## src/rtl/esitleme_birimi_pkg.sv

```systemverilog
// Shared constants and types for the histogram-equalisation block.
// Pixel width and logic levels are macros so port declarations can use them.
`ifndef SABITLER_VH
`define SABITLER_VH
`define PIXEL_BIT 8
`define HIGH 1'b1
`define LOW 1'b0
`endif

package esitleme_birimi_pkg;

   typedef enum logic [1:0] {
      BOSTA = 2'd0,
      YUKLE = 2'd1,
      BOL   = 2'd2,
      ESLE  = 2'd3
   } durum_t;

   localparam int BOLUNEN_BIT = 25;
   localparam logic [4:0] BOLME_ADIM = 5'd25;
   localparam logic [BOLUNEN_BIT-1:0] CARPAN = 25'd255;
   localparam logic [`PIXEL_BIT-1:0] PIKSEL_MAKS = 8'd255;

   // Clamp a quotient to the largest pixel value.
   function automatic logic [`PIXEL_BIT-1:0] doygun(input logic [BOLUNEN_BIT-1:0] bolum);
      logic [`PIXEL_BIT-1:0] sonuc;
      if (|bolum[BOLUNEN_BIT-1:`PIXEL_BIT]) begin
         sonuc = PIKSEL_MAKS;
      end else begin
         sonuc = bolum[`PIXEL_BIT-1:0];
      end
      return sonuc;
   endfunction

endpackage

```

## src/rtl/esitleme_birimi_bolucu.sv

```systemverilog
// Restoring serial divider: one quotient bit per cycle, BOLME_ADIM cycles per division.
// bitti_o/bolum_o are valid together in the final step cycle.
module seri_bolucu
   import esitleme_birimi_pkg::*;
#(
   parameter int CDF_BIT = 17
)
(
   input  logic                   clk_i,
   input  logic                   rst_i,
   input  logic                   baslat_i,
   input  logic [BOLUNEN_BIT-1:0] bolunen_i,
   input  logic [CDF_BIT-1:0]     bolen_i,
   output logic                   bitti_o,
   output logic [BOLUNEN_BIT-1:0] bolum_o
);

   logic [CDF_BIT-1:0]     kalan_r;
   logic [BOLUNEN_BIT-1:0] bolum_r;
   logic [CDF_BIT-1:0]     bolen_r;
   logic [4:0]             sayac_r;
   logic                   mesgul_r;

   logic [CDF_BIT:0]       deneme_s;
   logic [CDF_BIT-1:0]     kalan_s;
   logic                   bit_s;
   logic [BOLUNEN_BIT-1:0] bolum_s;
   logic                   bitti_s;

   // One restoring step; the true difference always fits in CDF_BIT bits.
   always_comb begin
      deneme_s = {kalan_r, bolum_r[BOLUNEN_BIT-1]};
      kalan_s  = deneme_s[CDF_BIT-1:0];
      bit_s    = `LOW;
      if (deneme_s >= {1'b0, bolen_r}) begin
         kalan_s = deneme_s[CDF_BIT-1:0] - bolen_r;
         bit_s   = `HIGH;
      end else begin
         kalan_s = deneme_s[CDF_BIT-1:0];
         bit_s   = `LOW;
      end
      bolum_s = {bolum_r[BOLUNEN_BIT-2:0], bit_s};
      bitti_s = mesgul_r && (sayac_r == (BOLME_ADIM - 5'd1));
   end

   // Division state: the quotient shifts in where the dividend shifts out.
   always_ff @(posedge clk_i) begin
      if (rst_i) begin
         kalan_r  <= {CDF_BIT{1'b0}};
         bolum_r  <= {BOLUNEN_BIT{1'b0}};
         bolen_r  <= {CDF_BIT{1'b0}};
         sayac_r  <= 5'd0;
         mesgul_r <= `LOW;
      end else if (baslat_i) begin
         kalan_r  <= {CDF_BIT{1'b0}};
         bolum_r  <= bolunen_i;
         bolen_r  <= bolen_i;
         sayac_r  <= 5'd0;
         mesgul_r <= `HIGH;
      end else if (mesgul_r) begin
         kalan_r <= kalan_s;
         bolum_r <= bolum_s;
         if (bitti_s) begin
            mesgul_r <= `LOW;
            sayac_r  <= 5'd0;
         end else begin
            sayac_r <= sayac_r + 5'd1;
         end
      end
   end

   assign bitti_o = bitti_s;
   assign bolum_o = bolum_s;

endmodule

```

## src/rtl/esitleme_birimi.sv

```systemverilog
// Histogram equalisation: builds a 256-entry LUT from a streamed CDF,
// then maps pixels through it with one cycle of latency.
module esitleme_birimi
   import esitleme_birimi_pkg::*;
#(
   parameter int CDF_BIT = 17
)
(
   input  logic                  clk_i,
   input  logic                  rst_i,
   input  logic                  baslat_i,
   input  logic [CDF_BIT-1:0]    cdf_min_i,
   input  logic [CDF_BIT-1:0]    piksel_sayisi_i,
   input  logic                  cdf_gecerli_i,
   input  logic [CDF_BIT-1:0]    cdf_i,
   output logic                  cdf_hazir_o,
   input  logic                  pixel_gecerli_i,
   input  logic [`PIXEL_BIT-1:0] pixel_i,
   output logic                  pixel_gecerli_o,
   output logic [`PIXEL_BIT-1:0] pixel_o,
   output logic                  hazir_o
);

   durum_t                 durum_r, durum_s;
   logic [`PIXEL_BIT-1:0]  indeks_r, indeks_s;
   logic [CDF_BIT-1:0]     cdf_min_r;
   logic [CDF_BIT-1:0]     n_r;
   logic                   hazir_r, hazir_s;
   logic                   cdf_hazir_r;
   logic                   pg_r;
   logic [`PIXEL_BIT-1:0]  po_r;
   logic [`PIXEL_BIT-1:0]  lut_r [0:255];

   logic [CDF_BIT-1:0]     bolen_s;
   logic [CDF_BIT-1:0]     fark_s;
   logic [BOLUNEN_BIT-1:0] pay_s;
   logic                   bolucu_baslat_s;
   logic                   bolucu_bitti_s;
   logic [BOLUNEN_BIT-1:0] bolum_s;
   logic                   lut_yaz_s;
   logic [`PIXEL_BIT-1:0]  lut_veri_s;

   // Rounded numerator; bins below cdf_min contribute nothing.
   always_comb begin
      bolen_s = n_r - cdf_min_r;
      if (cdf_i > cdf_min_r) begin
         fark_s = cdf_i - cdf_min_r;
      end else begin
         fark_s = {CDF_BIT{1'b0}};
      end
      pay_s = BOLUNEN_BIT'(fark_s) * CARPAN + BOLUNEN_BIT'(bolen_s >> 1);
   end

   seri_bolucu #(
      .CDF_BIT (CDF_BIT)
   ) u_bolucu (
      .clk_i     (clk_i),
      .rst_i     (rst_i),
      .baslat_i  (bolucu_baslat_s),
      .bolunen_i (pay_s),
      .bolen_i   (bolen_s),
      .bitti_o   (bolucu_bitti_s),
      .bolum_o   (bolum_s)
   );

   // Next-state logic; a start request overrides whatever is in progress.
   always_comb begin
      durum_s         = durum_r;
      indeks_s        = indeks_r;
      hazir_s         = hazir_r;
      lut_yaz_s       = `LOW;
      lut_veri_s      = indeks_r;
      bolucu_baslat_s = `LOW;
      if (baslat_i) begin
         durum_s  = YUKLE;
         indeks_s = 8'd0;
         hazir_s  = `LOW;
      end else begin
         case (durum_r)
            BOSTA: durum_s = BOSTA;
            YUKLE: begin
               if (cdf_gecerli_i) begin
                  if (bolen_s != {CDF_BIT{1'b0}}) begin
                     bolucu_baslat_s = `HIGH;
                     durum_s         = BOL;
                  end else begin
                     lut_yaz_s  = `HIGH;
                     lut_veri_s = indeks_r;
                  end
               end else begin
                  durum_s = YUKLE;
               end
            end
            BOL: begin
               if (bolucu_bitti_s) begin
                  lut_yaz_s  = `HIGH;
                  lut_veri_s = doygun(bolum_s);
               end else begin
                  durum_s = BOL;
               end
            end
            ESLE:    durum_s = ESLE;
            default: durum_s = BOSTA;
         endcase
         if (lut_yaz_s) begin
            if (indeks_r == PIKSEL_MAKS) begin
               durum_s = ESLE;
               hazir_s = `HIGH;
            end else begin
               indeks_s = indeks_r + 8'd1;
               durum_s  = YUKLE;
            end
         end else begin
            hazir_s = hazir_r;
         end
      end
   end

   // Control registers and the frame parameters captured at start.
   always_ff @(posedge clk_i) begin
      if (rst_i) begin
         durum_r     <= BOSTA;
         indeks_r    <= 8'd0;
         hazir_r     <= `LOW;
         cdf_hazir_r <= `LOW;
         cdf_min_r   <= {CDF_BIT{1'b0}};
         n_r         <= {CDF_BIT{1'b0}};
      end else begin
         durum_r     <= durum_s;
         indeks_r    <= indeks_s;
         hazir_r     <= hazir_s;
         cdf_hazir_r <= (durum_s == YUKLE);
         if (baslat_i) begin
            cdf_min_r <= cdf_min_i;
            n_r       <= piksel_sayisi_i;
         end
      end
   end

   // LUT storage is deliberately left unreset; hazir_o guards its contents.
   always_ff @(posedge clk_i) begin
      if (lut_yaz_s && !rst_i) begin
         lut_r[indeks_r] <= lut_veri_s;
      end
   end

   // Pixel mapping pipeline, active only while mapping.
   always_ff @(posedge clk_i) begin
      if (rst_i) begin
         pg_r <= `LOW;
         po_r <= 8'd0;
      end else if ((durum_r == ESLE) && !baslat_i) begin
         pg_r <= pixel_gecerli_i;
         po_r <= lut_r[pixel_i];
      end else begin
         pg_r <= `LOW;
      end
   end

   assign cdf_hazir_o     = cdf_hazir_r;
   assign hazir_o         = hazir_r;
   assign pixel_gecerli_o = pg_r;
   assign pixel_o         = po_r;

endmodule

```

## config.mk

```make
export PLATFORM = sky130hd
export DESIGN_NAME = esitleme_birimi
export DESIGN_NICKNAME = d
export VERILOG_FILES = /design/src/rtl/esitleme_birimi_pkg.sv /design/src/rtl/esitleme_birimi_bolucu.sv /design/src/rtl/esitleme_birimi.sv
export SDC_FILE = /design/constraint.sdc
export NUM_CORES = 2
export LEC_CHECK = 0
export ABC_CLOCK_PERIOD_IN_PS = 7950
export BUFFER_PORTS_ARGS = -buffer_cell sky130_fd_sc_hd__buf_2
export CORE_MARGIN = 2
export CORE_UTILIZATION = 35
export DETAILED_ROUTE_END_ITERATION = 10
export GPL_ROUTABILITY_DRIVEN = 0
export GPL_TIMING_DRIVEN = 0
export PLACE_DENSITY = 0.52
export SKIP_LAST_GASP = 1
export SLEW_MARGIN = 10
export SYNTH_ARGS = -nofsm -noshare
export SYNTH_HDL_FRONTEND = slang
export SYNTH_SLANG_ARGS = --single-unit
export TNS_END_PERCENT = 50
```

## constraint.sdc

```tcl
create_clock -name clk_i -period 7.95 [get_ports clk_i]
set_input_delay 1.1925 -clock clk_i [delete_from_list [all_inputs] [get_ports clk_i]]
set_output_delay 1.1925 -clock clk_i [all_outputs]
set_load 0.01 [all_outputs]
```

==> Word-level counts from Yosys, hierarchy flattened <==
Memories as Yosys holds them, arrays and structs flattened. A register that Yosys moved wholly into a read port is not among the register bits.
Cells that the tools add are included.
{ "classes": {"n_eq_ne": 6, "n_lt_le_gt_ge": 2, "reduce_logical": 14, "bitwise_logic": 2, "mul": 1, "mux": 32, "add_sub_neg": 6} }
{ "op_table": {"columns": ["operator", "count"], "rows": [
  ["subtractor 17 bit", 3],
  ["2-to-1 mux 25 bit", 2],
  ["2-to-1 mux 17 bit", 2],
  ["2-to-1 mux 8 bit", 4],
  ["adder 25 x 16 -> 25 bit", 1],
  ["multiplier 17 x 8 -> 25 bit (second input constant)", 1],
  ["greater-or-equal comparator 18 x 17 -> 1 bit", 1],
  ["greater-than comparator 17 bit", 1],
  ["nonzero test 17 bit", 1],
  ["OR reduction 17 bit", 1],
  ["2-to-1 mux 1 bit", 15],
  ["2-to-1 mux 2 bit", 6],
  ["adder 8 x 1 -> 8 bit (second input constant)", 1],
  ["equality test 8 bit (second input constant)", 1],
  ["case mux 2 bit (4 select lines)", 1],
  ["OR reduction 2 bit", 3],
  ["adder 5 x 1 -> 5 bit (second input constant)", 1],
  ["equality test 5 bit (second input constant)", 1],
  ["2-to-1 mux 5 bit", 1],
  ["equality test 2 x 1 -> 1 bit (second input constant)", 2],
  ["equality test 2 bit (second input constant)", 2],
  ["AND reduction 2 bit", 2],
  ["logical AND 1 bit", 3],
  ["logical NOT 1 bit", 2],
  ["other kinds (4)", 5]
]} }
{ "word_totals": {"output_inout_bits": 11, "regBits": 112, "wordCells": 76, "inputBits": 64, "ram_bits": 2048, "memories": 1} }
{ "memory_table": {"columns": ["memory", "words", "word_bits", "rd", "rd_ports_with_merged_regs", "write_ports", "line_no", "text"], "rows": [
  ["lut_r", 256, 8, 1, 1, 1, "esitleme_birimi.sv:32", "logic [`PIXEL_BIT-1:0] lut_r [0:255];"]
]} }

==> Logic depth before layout (Yosys ltp) <==
{ "depth": {"ltp_word": 10, "mapped_depth": 33, "mapped_depth_nobuf": 32} }

==> Hierarchy <==
Synthesis repeated with hierarchy kept, for this count alone.
{ "hier_totals": {"hier_cells": 4652, "hier_area_um2": 90739.5} }
{ "modules_own_cells": {"columns": ["mod", "cells_per_inst", "area_each_um2", "seq_area_each_um2", "n_inst"], "rows": [
  ["esitleme_birimi", 4163, 86810.8, 62600.0, 1],
  ["seri_bolucu", 489, 3928.8, 1301.2, 1]
]} }

==> Worst setup path after synthesis <==
Ideal clock, no wire load.
{ "synth_path": {"path_kind": "in2reg", "from": "input port cdf_i[1]", "to": "register u_bolucu.bolum_r[23]", "t_required_ps": 7864, "arrival_time_ps": 8367, "n_path_buf": 0, "setup_ps": 86, "path_stages": 28, "setup_slack_ps": -503, "cell_sequence": "ha_1 > nor2b_1 > o21a_1 > o21ai_0 > a21oi_1 > o31a_1 > o211a_1 > o211ai_1 > a31oi_1 > o311ai_0 > nor3_1 > fa_1 > fa_1 > fa_1 > inv_1 > fa_1 > inv_1 > ha_1 > a21o_1 > a21o_1 > a31oi_1 > a21oi_1 > a21o_1 > or4b_2 > a31o_2 > a21oi_1 > xor2_1 > a211oi_1"} }
{ "synth_between": {"elab_chain_cells": 5} }
{ "synth_rtl": {"columns": ["item", "line_no", "text"], "rows": [
  ["start, declared", "esitleme_birimi.sv:15", "input logic [CDF_BIT-1:0] cdf_i,"],
  ["subtractor 17 bit / greater-than comparator 17 bit (equally long branches)", "esitleme_birimi.sv:47, esitleme_birimi.sv:46", null],
  ["2-to-1 mux 17 bit (*)", "esitleme_birimi.sv:46", "if (cdf_i > cdf_min_r) begin"],
  ["multiplier 17 x 8 -> 25 bit (*)", "esitleme_birimi.sv:51", "pay_s = BOLUNEN_BIT'(fark_s) * CARPAN + BOLUNEN_BIT'(bolen_s >> 1);"],
  ["adder 25 x 16 -> 25 bit (*)", "esitleme_birimi.sv:51", null],
  ["2-to-1 mux 25 bit (*)", "esitleme_birimi_bolucu.sv:54", "end else if (baslat_i) begin"],
  ["end signal, assigned", "esitleme_birimi_bolucu.sv:50", "bolum_r <= {BOLUNEN_BIT{1'b0}};"],
  ["end signal, assigned", "esitleme_birimi_bolucu.sv:56", "bolum_r <= bolunen_i;"],
  ["end signal, assigned", "esitleme_birimi_bolucu.sv:62", "bolum_r <= bolum_s;"],
  ["end, declared", "esitleme_birimi_bolucu.sv:19", "logic [BOLUNEN_BIT-1:0] bolum_r;"]
]} }
Every way passes the cells marked *; elsewhere a longest branch is shown, timed or not.
A chain may end at the register's enable or synchronous reset.

==> Worst setup path in the final report <==
Same ends and word-level chain as after synthesis.

==> flow_summary_export.csv <==
group,metric,value,unit
run_status,status,"completed",
routing,num_vias,45100,
die,io_pins,75,
setup_path,slowest_stage,"fa_1",
die,die_width,512,um
synth,synth-seq-area-share,70.7,%
cells_and_area,fill_cells,23000,
pwr,ir_worst_vdd,0.503,mV
synth,syn_nets,4849,
cts,clockBufferDepth,3,
timing,final_max_slew_viol_count,0,
die,num_rows,186,
grt,grt_max_degree,77,
die,fp.dieH,512,um
routing,drtPass1Iterations,5,
cts,htree_levels,4,
pwr,p_leak,33.7,nW
setup_path,required,8.63,ns
timing,fmaxAchievable,0.131,GHz
synth,ys_warn_count,0,
timing,max_slew_margin,12.4,%
routing,drt_iter0_drc,4498,
cells_and_area,mostFrequentLayoutCell,"edfxtp_1",
routing,drcViolationCount,0,
grt,grt_pass1_wl,346,mm
cts,cts.reportedPaths.clkPinSlew,0.07,ns
routing,ant_nets,0,
setup_path,end_kind,"register",
setup_path,startpoint_type,"primary input",
pwr,power_switching,8.82,mW
cts,cts_buffers,217,
timing,fin_crit,7.65,ns
cells_and_area,drive_gt1_share,24.0,%
grt,grt_usage,18.4,%
pwr,intPower,21.9,mW
setup_path,cp.arrival,8.34,ns
pwr,p_comb_share,25.3,%
synth,avgSynthCellArea,19.7,um2
timing,final.period_utilization,96.3,%
grt,grt_pass1_vias,45900,
synth,syn_inst,4583,
placement,port-buffer-count,67,
timing,worstMarginPinSlew,1.31,ns
setup_path,cpPeakStageDelay,0.52,ns
routing,routed_via_density,5.31,
pwr,power,30.7,mW
timing,setup_violations,0,
synth,syn_area,90400,um2
die,core,257000,um2
timing,setup_tns,0,ns
synth,synth_ff_type,"edfxtp_1",
grt,antenna_found_initial,14,
cells_and_area,layout_common_cells,"edfxtp_1, mux4_2, nor2_1",
cts,root_buffer,"clkbuf_16",
synth,async_flop_share,0,%
timing,finClkSkew,0.0607,ns
die,dieArea,262000,um2
die,start_util,35.2,%
cts,cts_tree,"yes",
grt,overflow,0,
synth,synth_edf_count,2048,
timing,final_hold_viol_count,0,
routing,totalWireLength,243,mm
pwr,p_sw_share,28.7,%
cells_and_area,nets,5178,
pwr,clkPwrFrac,34.4,%
synth,synth_cell_types,73,
placement,hpwlAfterDp,166,mm
cells_and_area,synthToLayoutAreaGrowth,14.6,%
flow_run,drv_cap,0,
cts,clock_latency,0.86,ns
routing,wire_per_inst,28.6,um
pwr,powerDensity,296,nW/um2
cells_and_area,seqCellArea,63900,um2
cells_and_area,multi_input_area,25100,um2
setup_path,critPathKind,"in2reg",
worst_hold_path,min_path_type,"reg2reg",
synth,synth_seq_cells,2168,
pwr,seqPwrFrac,40.2,%
setup_path,cp_max_fo,10,
cts,cts_sinks,2168,
cts,hold_buffers,0,
timing,rsz0062_at_grt,"no",
flip-flops by register name, summed over array words and instances (netlist names), 2 cells and up:
register,cells
u_bolucu.sayac_r,5
u_bolucu.bolen_r,17
pixel_o,8
indeks_r,8
u_bolucu.bolum_r,25
durum_r,2
n_r,17
cdf_min_r,17
lut_r,2048
u_bolucu.kalan_r,17
worst paths after layout:
path	cells past startpoint	slack (ns)	start	end
worst max-delay path	32	0.30	cdf_i[1]	u_bolucu.bolum_r[23]
worst min-delay path	1	0.45	hazir_o	hazir_o
worst max register to register	32	0.36	cdf_min_r[1]	u_bolucu.bolum_r[23]
worst min register to register	1	0.45	hazir_o	hazir_o
layout make-up:
type | count | area share (%)
diodes | 7 | 0.0169
repair buffers | 110 | 1.18
flip-flops and latches | 2168 | 61.7
well taps | 3384 | 4.09
clock inverters | 136 | 1.43
plain buffers | 229 | 0.938
multi-input cells | 1972 | 24.2
inverters | 214 | 0.778
clock buffers | 275 | 5.66
power groups by stage:
stage          combinational (mW)  clock [mW]  sequential [mW]
2_1_floorplan                5.70           0             12.6
4_1_cts                      7.41        10.8             12.4
3_5_place_dp                 7.35           0             12.6
6_report                     7.78        10.6             12.4
5_1_grt                      8.79        11.2             12.4
3_3_place_gp                 7.34           0             12.6
synthesized netlist by cell type (8+ instances only):
cell type  count  area [um2]
a211oi_1      56         420
a21o_1        24         180
a21oi_1       65         325
and2_1        19         119
and3_1        17         106
buf_1         69         259
buf_2         11        55.1
clkbuf_1     142         533
dfxtp_1      120        2400
edfxtp_1    2048       61500
fa_1          94        1880
ha_1         108        1350
inv_1        214         803
mux2i_1       89         891
mux4_2       672       15100
nand2_1       97         364
nand2b_1      13        81.3
nand3_1       23         115
nand4_1       11        68.8
nand4_4       11         234
nor2_1       402        1510
nor2b_1       17         106
nor3_1        23         115
nor4_1         8        50.1
o211ai_1      12        90.1
o21a_1        12        90.1
o21ai_0       39         195
o22a_1         8        70.1
or2_2          9        56.3
xnor2_1       33         289
xor2_1        18         158
critical path: cells and delay by family:
family                     cells  cell delay (ns)
buffers and inverters          6             0.50
xor gates and xnor gates       1             0.21
and+or+nand+nor                3             0.78
AOI/OAI and AO/OA             16             3.17
adders and majority gates      6             2.46
through the flow:
step / cells / hold WS (ns) / cell area [um2] / setup slack, ns / utilization (%)
after global placement: 8034 / 0.442 / 95100 / -4.05 / 37.0
after detailed placement: 8067 / 0.442 / 96000 / -1.11 / 37.4
after CTS: 8478 / 0.458 / 103000 / -0.0295 / 40.2
after floorplan: 4583 / 0.436 / 90500 / 0.0639 / -
after global routing: 8491 / 0.490 / 104000 / 0.0509 / 40.3
final: 8495 / 0.455 / 104000 / 0.298 / 40.3
kinds of logic (layout without fill, tap and decap cells):
group	Yosys count	count (layout)	synth area share, %
DFF	2168	2168	70.7
muxes	762	762	17.7
and+or+nand+nor	680	680	3.51
buffers and inverters	443	964	1.92
AOI/OAI and AO/OA	277	277	2.11
adders and majority gates	202	202	3.57
xor gates and xnor gates	51	51	0.494
other	0	7	0
repair_timing:
item                       in CTS  in global routing
setup endpoints to repair       2                  4
setup buffers                   0                 10
pin swaps                       0                 15
gates resized for setup         9                 34
routing by layer:
layer | vias up | wire length, um | GRT usage (%)
met5 | - | 0 | 0
met4 | 0 | 4790 | 4.11
met3 | 269 | 13900 | 3.28
met2 | 1269 | 120000 | 30.5
met1 | 24300 | 104000 | 25.2
li1 | 19200 | - | -
Power figures use the tool's default switching activity.
